**config.mk**
```make
export PLATFORM = sky130hd
export DESIGN_NAME = cmp_unit_pipe
export DESIGN_NICKNAME = d
export VERILOG_FILES = /design/src/rtl/cmp_unit_pipe.sv
export SDC_FILE = /design/constraint.sdc
export NUM_CORES = 1
export LEC_CHECK = 0
export CAP_MARGIN = 20
export CORE_MARGIN = 10
export CORE_UTILIZATION = 40
export DETAILED_ROUTE_END_ITERATION = 12
export HOLD_SLACK_MARGIN = 0.02
export PLACE_DENSITY = 0.78
export SLEW_MARGIN = 20
export SYNTH_ARGS = -nofsm -noshare
export SYNTH_HDL_FRONTEND = slang
export SYNTH_SLANG_ARGS = --single-unit
```
**constraint.sdc**
```tcl
create_clock -name i_clk -period 2.1 [get_ports i_clk]
set_input_delay 0.42 -clock i_clk [delete_from_list [all_inputs] [get_ports i_clk]]
set_output_delay 0.42 -clock i_clk [all_outputs]
set_load 0.01 [all_outputs]
```
**src/rtl/cmp_unit_pipe.sv**
```systemverilog
// ---------------------------------------------------------------------------
// cmp_unit_pipe
//   Two-stage pipelined integer comparator. Stage 1 compares the low LO_W
//   bits (borrow + equality). Stage 2 finishes the compare on the high bits
//   and selects the funct3 result into the output registers. A valid/ready
//   handshake runs on both ends, and a synchronous flush drops both stages.
//
//   Optional feature macro: CMP_MINMAX_EN
//     defined   : i_op is 4 bits; i_op[3]=1 selects MIN/MAX/MINU/MAXU
//                 (returns the chosen full operand).
//     undefined : i_op is 3 bits; compare/branch ops only.
//
// Ports
//   i_clk     clock, rising edge
//   i_rst_n   asynchronous active-low reset
//   i_flush   synchronous flush of both stages
//   i_valid   operands/op valid
//   o_ready   operands accepted this cycle when i_valid is high
//   i_a, i_b  operands (WIDTH bits)
//   i_op      funct3 in [2:0] (plus min/max select in [3] when enabled)
//   o_valid   result valid
//   i_ready   downstream accepts result
//   o_result  {zeros, flag} or selected min/max operand
//   o_taken   branch/flag bit (selector bit for min/max)
// ---------------------------------------------------------------------------
module cmp_unit_pipe #(
  parameter int WIDTH = 32,
  parameter int LO_W  = WIDTH / 2,
`ifdef CMP_MINMAX_EN
  localparam int OPW  = 4
`else
  localparam int OPW  = 3
`endif
) (
  input  logic             i_clk,
  input  logic             i_rst_n,
  input  logic             i_flush,
  input  logic             i_valid,
  output logic             o_ready,
  input  logic [WIDTH-1:0] i_a,
  input  logic [WIDTH-1:0] i_b,
  input  logic [OPW-1:0]   i_op,
  output logic             o_valid,
  input  logic             i_ready,
  output logic [WIDTH-1:0] o_result,
  output logic             o_taken
);

  localparam int HI_W = WIDTH - LO_W;

  // Handshake
  logic s1_adv_s;
  logic s2_adv_s;

  // Stage 1 combinational
  logic [LO_W-1:0] a_lo_s;
  logic [LO_W-1:0] b_lo_s;
  logic            bl_s;
  logic            eql_s;

  // Stage 1 registers
  logic            s1_valid_r;
  logic            s1_bl_r;
  logic            s1_eql_r;
  logic [HI_W-1:0] s1_a_hi_r;
  logic [HI_W-1:0] s1_b_hi_r;
  logic [OPW-1:0]  s1_op_r;
`ifdef CMP_MINMAX_EN
  logic [WIDTH-1:0] s1_a_r;
  logic [WIDTH-1:0] s1_b_r;
`endif

  // Stage 2 combinational
  logic             eqh_s;
  logic             eq_s;
  logic             ltu_s;
  logic             lt_s;
  logic             sign_a_s;
  logic             sign_b_s;
  logic             flag_s;
  logic [WIDTH-1:0] res_s;
  logic             taken_s;

  assign s2_adv_s = ~o_valid | i_ready;
  assign s1_adv_s = ~s1_valid_r | s2_adv_s;
  assign o_ready  = s1_adv_s & ~i_flush;

  // Low-half compare: the borrow of A_lo - B_lo is simply A_lo < B_lo.
  assign a_lo_s = i_a[LO_W-1:0];
  assign b_lo_s = i_b[LO_W-1:0];
  assign bl_s   = (a_lo_s < b_lo_s) ? 1'b1 : 1'b0;
  assign eql_s  = (a_lo_s == b_lo_s) ? 1'b1 : 1'b0;

  // Stage 1 register: captures low-half partial results and the high halves on accept.
  always_ff @(posedge i_clk or negedge i_rst_n) begin
    if (!i_rst_n) begin
      s1_valid_r <= 1'b0;
      s1_bl_r    <= 1'b0;
      s1_eql_r   <= 1'b0;
      s1_a_hi_r  <= {HI_W{1'b0}};
      s1_b_hi_r  <= {HI_W{1'b0}};
      s1_op_r    <= {OPW{1'b0}};
`ifdef CMP_MINMAX_EN
      s1_a_r     <= {WIDTH{1'b0}};
      s1_b_r     <= {WIDTH{1'b0}};
`endif
    end else if (i_flush) begin
      s1_valid_r <= 1'b0;
    end else if (s1_adv_s) begin
      // Outside a flush o_ready equals s1_adv_s, so i_valid alone means accept.
      s1_valid_r <= i_valid;
      if (i_valid) begin
        s1_bl_r   <= bl_s;
        s1_eql_r  <= eql_s;
        s1_a_hi_r <= i_a[WIDTH-1:LO_W];
        s1_b_hi_r <= i_b[WIDTH-1:LO_W];
        s1_op_r   <= i_op;
`ifdef CMP_MINMAX_EN
        s1_a_r    <= i_a;
        s1_b_r    <= i_b;
`endif
      end
    end
  end

  // High-half completion. The borrow out of {A_hi} - {B_hi} - bl is
  // (A_hi < B_hi) | (A_hi == B_hi & bl). When the signs agree the signed
  // order equals the unsigned order, so the top difference bit equals ltu.
  assign eqh_s    = (s1_a_hi_r == s1_b_hi_r) ? 1'b1 : 1'b0;
  assign eq_s     = s1_eql_r & eqh_s;
  assign ltu_s    = ((s1_a_hi_r < s1_b_hi_r) ? 1'b1 : 1'b0) | (eqh_s & s1_bl_r);
  assign sign_a_s = s1_a_hi_r[HI_W-1];
  assign sign_b_s = s1_b_hi_r[HI_W-1];
  assign lt_s     = (sign_a_s != sign_b_s) ? sign_a_s : ltu_s;

  // funct3 compare select.
  always_comb begin
    flag_s = 1'b0;
    case (s1_op_r[2:0])
      3'b000:  flag_s = eq_s;
      3'b001:  flag_s = ~eq_s;
      3'b010:  flag_s = lt_s;
      3'b011:  flag_s = ltu_s;
      3'b100:  flag_s = lt_s;
      3'b101:  flag_s = ~lt_s;
      3'b110:  flag_s = ltu_s;
      3'b111:  flag_s = ~ltu_s;
      default: flag_s = 1'b0;
    endcase
  end

  // Result/taken select (compare flag, or min/max operand when enabled).
  always_comb begin
    res_s   = {WIDTH{1'b0}};
    taken_s = 1'b0;
`ifdef CMP_MINMAX_EN
    if (s1_op_r[3]) begin
      case (s1_op_r[2:0])
        3'b100:  taken_s = lt_s;    // MIN : A when A < B
        3'b101:  taken_s = ~lt_s;   // MAX : A when A >= B
        3'b110:  taken_s = ltu_s;   // MINU
        3'b111:  taken_s = ~ltu_s;  // MAXU
        default: taken_s = 1'b0;    // reserved
      endcase
      if (s1_op_r[2]) begin
        res_s = taken_s ? s1_a_r : s1_b_r;
      end else begin
        res_s = {WIDTH{1'b0}};
      end
    end else begin
      res_s   = {{(WIDTH-1){1'b0}}, flag_s};
      taken_s = flag_s;
    end
`else
    res_s   = {{(WIDTH-1){1'b0}}, flag_s};
    taken_s = flag_s;
`endif
  end

  // Stage 2 / output register: advances when empty or drained; holds under backpressure.
  always_ff @(posedge i_clk or negedge i_rst_n) begin
    if (!i_rst_n) begin
      o_valid  <= 1'b0;
      o_result <= {WIDTH{1'b0}};
      o_taken  <= 1'b0;
    end else if (i_flush) begin
      o_valid <= 1'b0;
    end else if (s2_adv_s) begin
      o_valid <= s1_valid_r;
      if (s1_valid_r) begin
        o_result <= res_s;
        o_taken  <= taken_s;
      end
    end
  end

endmodule
```
==> run_results.csv, run 1 <==
group,metric,value,unit
die,num_rows,29,
global_routing,grt_max_degree,41,
die,num_io_pins,107,
synthesis,synth.ff_latch_count,40,
cts,clk_latency,0.28,ns
sta,hold_violations,0,
route,first_pass_iters,4,
sta,slew_violations,0,
cells_and_area,antenna_cells,0,
placed_design,pre_cts_ws,-0.450,ns
synthesis,synthFlopType,"dfrtp_1",
synthesis,yosys_warnings,0,
synthesis,ys_seq_area_share,37.5,%
synthesis,synth_edf_count,0,
sta,skew,0.00642,ns
route,drt_wl_total,6010,um
die,dieArea,0.0103,mm^2
sta,grt_setup_unrepaired,"true",
cts,cts_root_buf,"clkbuf_8",
setup_path,cp.required,2.31,ns
setup_path,crit_path_end_kind,"register",
synthesis,synth_compound_area_share,9.85,%
sta,period_needed,2.09,ns
synthesis,synth_top_area_cell,"dfrtp_1",
sta,holdWs,0.255,ns
setup_path,crit_family,"compound AO/OA/AOI/OAI gates",
placed_design,io_buffers,75,
setup_path,crit_fanout,3,
synthesis,synth-async-reset-ratio,100,%
cells_and_area,layout_commonest_cell,"clkdlybuf4s50_1",
cells_and_area,drive_above_1_share,12.1,%
cells_and_area,area_delta_synth_final,38.6,%
synthesis,yosys-top-cells-area,"dfrtp_1 (38%), ha_1 (15%), mux2_1 (15%), buf_4 (9.0%), inv_1 (4.8%)",
global_routing,grt_pass1_vias,2077,
hold_path,hold_class,"in -> async",
setup_path,cp_cell_sequence,"ha_1, a21oi_1, o21ai_1, o2bb2ai_1, nor3_1, o21ai_0, a221o_1, o21ai_1",
sta,fin_ws,0.0124,ns
sta,worst_pin_slew,0.880,ns
cts,postCtsHoldBufs,0,
global_routing,overflow,0,
setup_path,cpMostUsedCell,"o21ai_1",
route,num_vias,1968,
route,routedWlPerCell,14.5,um
power,power_density,613,mW/mm^2
power,leakagePower,1.72,nW
synthesis,yosys.cell_types.count,39,
cells_and_area,post-route-util,57.6,%
die,die_w,102,um
placed_design,finalWeightedCongestion,0.776,
setup_path,path_depth,8,
route,drc,0,
synthesis,synth_area,0.00267,mm^2
setup_path,cp_slowest_cell,"dfrtp_1",
setup_path,rr_worst_depth,8,
synthesis,yosys.area_share.simple,7.97,%
die,die_h,102,um
sta,relSlewSlack,41.4,%
route,ant_nets,0,
power,vdd_ir_drop_max,0.000387,V
placed_design,dp.final_hpwl,5040,um
die,initial_core_util,41.6,%
setup_path,path_class,"reg -> reg",
synthesis,yosys.area_share.adder,15.0,%
synthesis,synth-xor-area-share,0.328,%
cts,cts_tree,"done",
sta,period_share,99.4,%
cells_and_area,final_cell_mix,"clkdlybuf4s50_1 (70), dfrtp_1 (40), mux2_1 (35)",
cts,cts_buffers,5,
setup_path,max_stage_delay,0.39,ns
global_routing,antenna_found_initial,0,
die,core_area,0.00642,mm^2
cts,clk_pin_slew,0.08,ns
route,drt_first_iter_violations,66,
setup_path,arrival,2.30,ns
setup_path,cp_num_buf_inv,0,
power,power,2.27,mW
global_routing,grtUsageTotal,11.3,%
run_status,outcome,"complete, no violations",
job,maxCapViolations,0,
cells_and_area,nNetsFinal,442,
cells_and_area,fill_cells,548,
setup_path,cp-start-kind,"register",
synthesis,synth_mux_area_share,14.8,%
cts,ctsHtreeMaxLevel,2,
sta,setup_viol,0,
synthesis,synth_top_area_share,37.5,%
setup_path,reg2reg_slack,0.01,ns
cts,cts_buffer_depth,2,
global_routing,grt_pass1_wl,9400,um
cts,clkSinkCount,40,
synthesis,synth_top_family_by_area,"adder cells",
synthesis,avgSynthCellArea,10.6,um^2
synthesis,synth_cells,252,
route,vias_per_cell,4.74,
sta,fmax,479,MHz
==> flip-flops by register name, summed over array words and instances, names as in the netlist <==
signal,cells
o_valid,1
o_taken,1
s1_a_hi_r,16
s1_valid_r,1
s1_eql_r,1
s1_bl_r,1
s1_op_r,3
s1_b_hi_r,16
==> metal layers <==
metal / vias to the layer above / share of wire, % / wire length (um) / global-route usage (%)
met5: - / 0 / 0 / 0
met4: 0 / 1.3 / 76 / 2.97
met3: 9 / 7.3 / 440 / 4.15
met2: 61 / 52 / 3140 / 20.4
met1: 920 / 39 / 2350 / 12.1
li1: 978 / - / - / -
==> logic make-up (layout without fill, tap and decap cells) <==
logic type                 Yosys count  in the layout
buffers and inverters               70            126
and+or+nand+nor                     34             34
adders and majority gates           32             32
DFF                                 40             40
AOI/OAI and AO/OA                   39             39
other                                1             31
muxes                               35             35
xor gates and xnor gates             1              1
==> cell usage after synthesis (2+ instances only) <==
| library cell | number |
|---|---|
| dfrtp_1 | 40 |
| mux2_1 | 35 |
| inv_1 | 34 |
| buf_4 | 32 |
| ha_1 | 32 |
| a21oi_1 | 12 |
| nand2_1 | 9 |
| nor2_1 | 7 |
| o21a_1 | 5 |
| nand4_1 | 4 |
| o21ai_1 | 4 |
| a21o_1 | 3 |
| nor2b_1 | 3 |
| buf_2 | 2 |
| clkbuf_1 | 2 |
| nand3_1 | 2 |
| nand4_2 | 2 |
| nor3_1 | 2 |
| o21ai_0 | 2 |
==> worst paths after layout <==
kind / from / end
min: i_rst_n / s1_a_hi_r[13]$_DFFE_PN0P_
max: s1_a_hi_r[7]$_DFFE_PN0P_ / o_taken$_DFFE_PN0P_
max in group asynchronous: i_rst_n / s1_b_hi_r[0]$_DFFE_PN0P_
min reg2reg: s1_b_hi_r[4]$_DFFE_PN0P_ / s1_b_hi_r[4]$_DFFE_PN0P_
min in group i_clk: s1_b_hi_r[4]$_DFFE_PN0P_ / s1_b_hi_r[4]$_DFFE_PN0P_
max reg2reg: s1_a_hi_r[7]$_DFFE_PN0P_ / o_taken$_DFFE_PN0P_
==> per-stage QoR <==
| stage | cell area (um^2) | std cells | setup TNS [ns] |
|---|---|---|---|
| 6_report | 3700 | 415 | 0 |
| 5_1_grt | 3700 | 415 | -0.131 |
| 4_1_cts | 3570 | 415 | 0 |
| 3_5_place_dp | 3460 | 407 | -0.470 |
| 3_3_place_gp | 3460 | 407 | -0.413 |
| 2_1_floorplan | 2780 | 282 | 0 |
==> what timing repair did <==
item,in CTS,in global routing
resized for setup,6,17
endpoints found under the setup margin,3,2
gates cloned,0,0
pin swaps,5,10
setup buffers,1,0
==> cell type report <==
| class | instances | area (um^2) | share of cell area (%) |
|---|---|---|---|
| multi-input combinational | 172 | 1550 | 41.8 |
| sequential | 40 | 1000 | 27.1 |
| timing repair buffer | 85 | 848 | 22.9 |
| inverter | 34 | 128 | 3.45 |
| tap | 77 | 96.3 | 2.60 |
| clock buffer | 6 | 72.6 | 1.96 |
| clock inverter | 1 | 5.00 | 0.135 |
==> worst reg2reg max path: stages, from the launching register on <==
cell and delay [ns]:
dfrtp_1 0.39, ha_1 0.35, a21oi_1 0.17, o21ai_1 0.10, o2bb2ai_1 0.15, nor3_1 0.29
o21ai_0 0.16, a221o_1 0.31, o21ai_1 0.11
==> where the power goes <==
part	switching, mW	internal, mW
Combinational	0.380	0.454
Clock	0.246	0.226
Sequential	0.0765	0.885
Power figures use the tool's default switching activity.
==> run 2: changes to the inputs <==
CORE_UTILIZATION = 25   (was 40)
PLACE_DENSITY = unset   (was 0.78)
==> run 2 against run 1 <==
Fmax shrank 0.16%; non-clock buffer count up 2; worst hold slack got worse by 0.056 ns; global-route usage down 3.1 points; register-to-register slack barely moved; design area grew 3.1%.
==> run_results.csv, run 2 (synthesis results as in run 1) <==
group,metric,value,unit
cells_and_area,area_delta_synth_final,42.9,%
route,drc,0,
route,drt_wl_total,6440,um
die,die_h,123,um
cts,cts_root_buf,"clkbuf_8",
cells_and_area,layout_commonest_cell,"clkdlybuf4s50_1",
cts,clk_latency,0.29,ns
die,num_io_pins,107,
global_routing,grt_pass1_wl,9890,um
power,vdd_ir_drop_max,0.000318,V
setup_path,r2r_start,"s1_a_hi_r[7]$_DFFE_PN0P_",
job,maxCapViolations,0,
power,power_density,617,mW/mm^2
cells_and_area,drive_above_1_share,12.9,%
cts,cts_buffer_depth,2,
die,core_area,0.0104,mm^2
cells_and_area,regArea,0.00100,mm^2
cells_and_area,final_cell_mix,"clkdlybuf4s50_1 (70), dfrtp_1 (40), mux2_1 (35)",
cells_and_area,stdcell_count,476,
cts,ctsHtreeMaxLevel,2,
route,routedWlPerCell,13.5,um
die,initial_core_util,25.7,%
die,die_w,123,um
sta,relSlewSlack,49.2,%
setup_path,crit_end,"o_taken$_DFFE_PN0P_",
sta,worst_pin_slew,0.763,ns
setup_path,cp.required,2.32,ns
cells_and_area,antenna_cells,0,
setup_path,crit_fanout,3,
global_routing,grt_max_degree,35,
cts,cts_buffers,5,
global_routing,overflow,0,
cts,clkSinkCount,40,
setup_path,r2r-end,"o_taken$_DFFE_PN0P_",
cells_and_area,multi_input_area,0.00155,mm^2
setup_path,crit_start,"s1_a_hi_r[7]$_DFFE_PN0P_",
hold_path,hold_class,"in -> async",
setup_path,rr_worst_depth,8,
die,dieArea,0.0152,mm^2
sta,grt_setup_unrepaired,"true",
cells_and_area,largestRegisters,"s1_a_hi_r: 16 flops, s1_b_hi_r: 16 flops, s1_op_r: 3 flops",
route,drt_first_iter_violations,40,
sta,hold_violations,0,
sta,fin_ws,0.00893,ns
placed_design,dp.final_hpwl,5410,um
sta,period_needed,2.09,ns
placed_design,io_buffers,75,
route,num_vias,1967,
setup_path,reg2reg_slack,0.009,ns
sta,fmax,478,MHz
cells_and_area,fill_cells,1040,
sta,slew_violations,0,
cts,postCtsHoldBufs,0,
global_routing,antenna_found_initial,0,
route,vias_per_cell,4.13,
sta,setup_viol,0,
placed_design,dp.cells,467,
sta,setup_tns,0,ns
global_routing,grtUsageTotal,8.16,%
power,power,2.35,mW
global_routing,grt_pass1_vias,2125,
cts,cts_tree,"done",
die,num_rows,37,
setup_path,arrival,2.31,ns
cells_and_area,nNetsFinal,444,
sta,period_share,99.6,%
placed_design,finalWeightedCongestion,0.764,
route,first_pass_iters,4,
setup_path,crit_path_end_kind,"register",
sta,skew,0.00338,ns
placed_design,pre_cts_ws,-0.472,ns
cts,clk_pin_slew,0.07,ns
setup_path,cp-start-kind,"register",
route,ant_nets,0,
run_status,outcome,"complete, no violations",
power,leakagePower,1.74,nW
setup_path,path_class,"reg -> reg",
cells_and_area,post-route-util,36.8,%
## run 2: layer usage
layer  global-route usage, %  wire length, um  vias up  share of wire (%)
met2                    14.7             3340       53                 52
met1                    9.11             2580      931                 40
met5                       0                0        -                  0
li1                        -                -      977                  -
met3                    2.42              451        6                7.0
met4                    2.18               68        0                1.1
## run 2: layout make-up
| type | count | area share [%] |
|---|---|---|
| clock buffers | 7 | 2.53 |
| flip-flops and latches | 40 | 26.3 |
| multi-input cells | 172 | 40.8 |
| well taps | 136 | 4.46 |
| inverters | 34 | 3.35 |
| repair buffers | 87 | 22.6 |
## run 2: metrics by stage
stage	hold slack, ns	area (um^2)
after CTS	0.221	3700
final	0.199	3810
after global routing	0.251	3810
after global placement	0.478	3540
after detailed placement	0.485	3540
after floorplan	0.124	2780
## run 2: how the worst min path moves through the flow
stage	to	start	slack, ns
finish	s1_b_hi_r[9]$_DFFE_PN0P_	i_rst_n	0.20
CTS	s1_b_hi_r[11]$_DFFE_PN0P_	i_rst_n	0.22
global route	s1_b_hi_r[11]$_DFFE_PN0P_	i_rst_n	0.25
global placement	s1_b_hi_r[15]$_DFFE_PN0P_	s1_b_hi_r[15]$_DFFE_PN0P_	0.48
floorplan	o_taken$_DFFE_PN0P_	i_rst_n	0.12
detailed placement	s1_b_hi_r[1]$_DFFE_PN0P_	s1_b_hi_r[1]$_DFFE_PN0P_	0.48
## run 2: repair_timing
item	CTS	global route
cloned	0	0
endpoints found under the setup margin	3	2
setup buffers	1	1
pin swaps	6	14
gates resized for setup	10	14
## run 2: critical path, cell delays in order, from the launching register on
cell and delay, ns:
dfrtp_1 0.39, ha_1 0.33, nand4_2 0.20, nor4_4 0.31, a31oi_2 0.14, o21ai_1 0.10
o21ai_1 0.10, a221o_1 0.32, o21ai_1 0.13
## run 2: report_power, final
part / switching, mW / internal, mW / leakage (nW)
sequential: 0.0807 / 0.885 / 0.476
combinational: 0.380 / 0.456 / 1.22
clock: 0.259 / 0.293 / 0.0503
==> run 3: changes to the inputs <==
CAP_MARGIN = unset   (was 20)
==> results of run 3 <==
Final layout, timing and power as in run 2 (identical DEF).
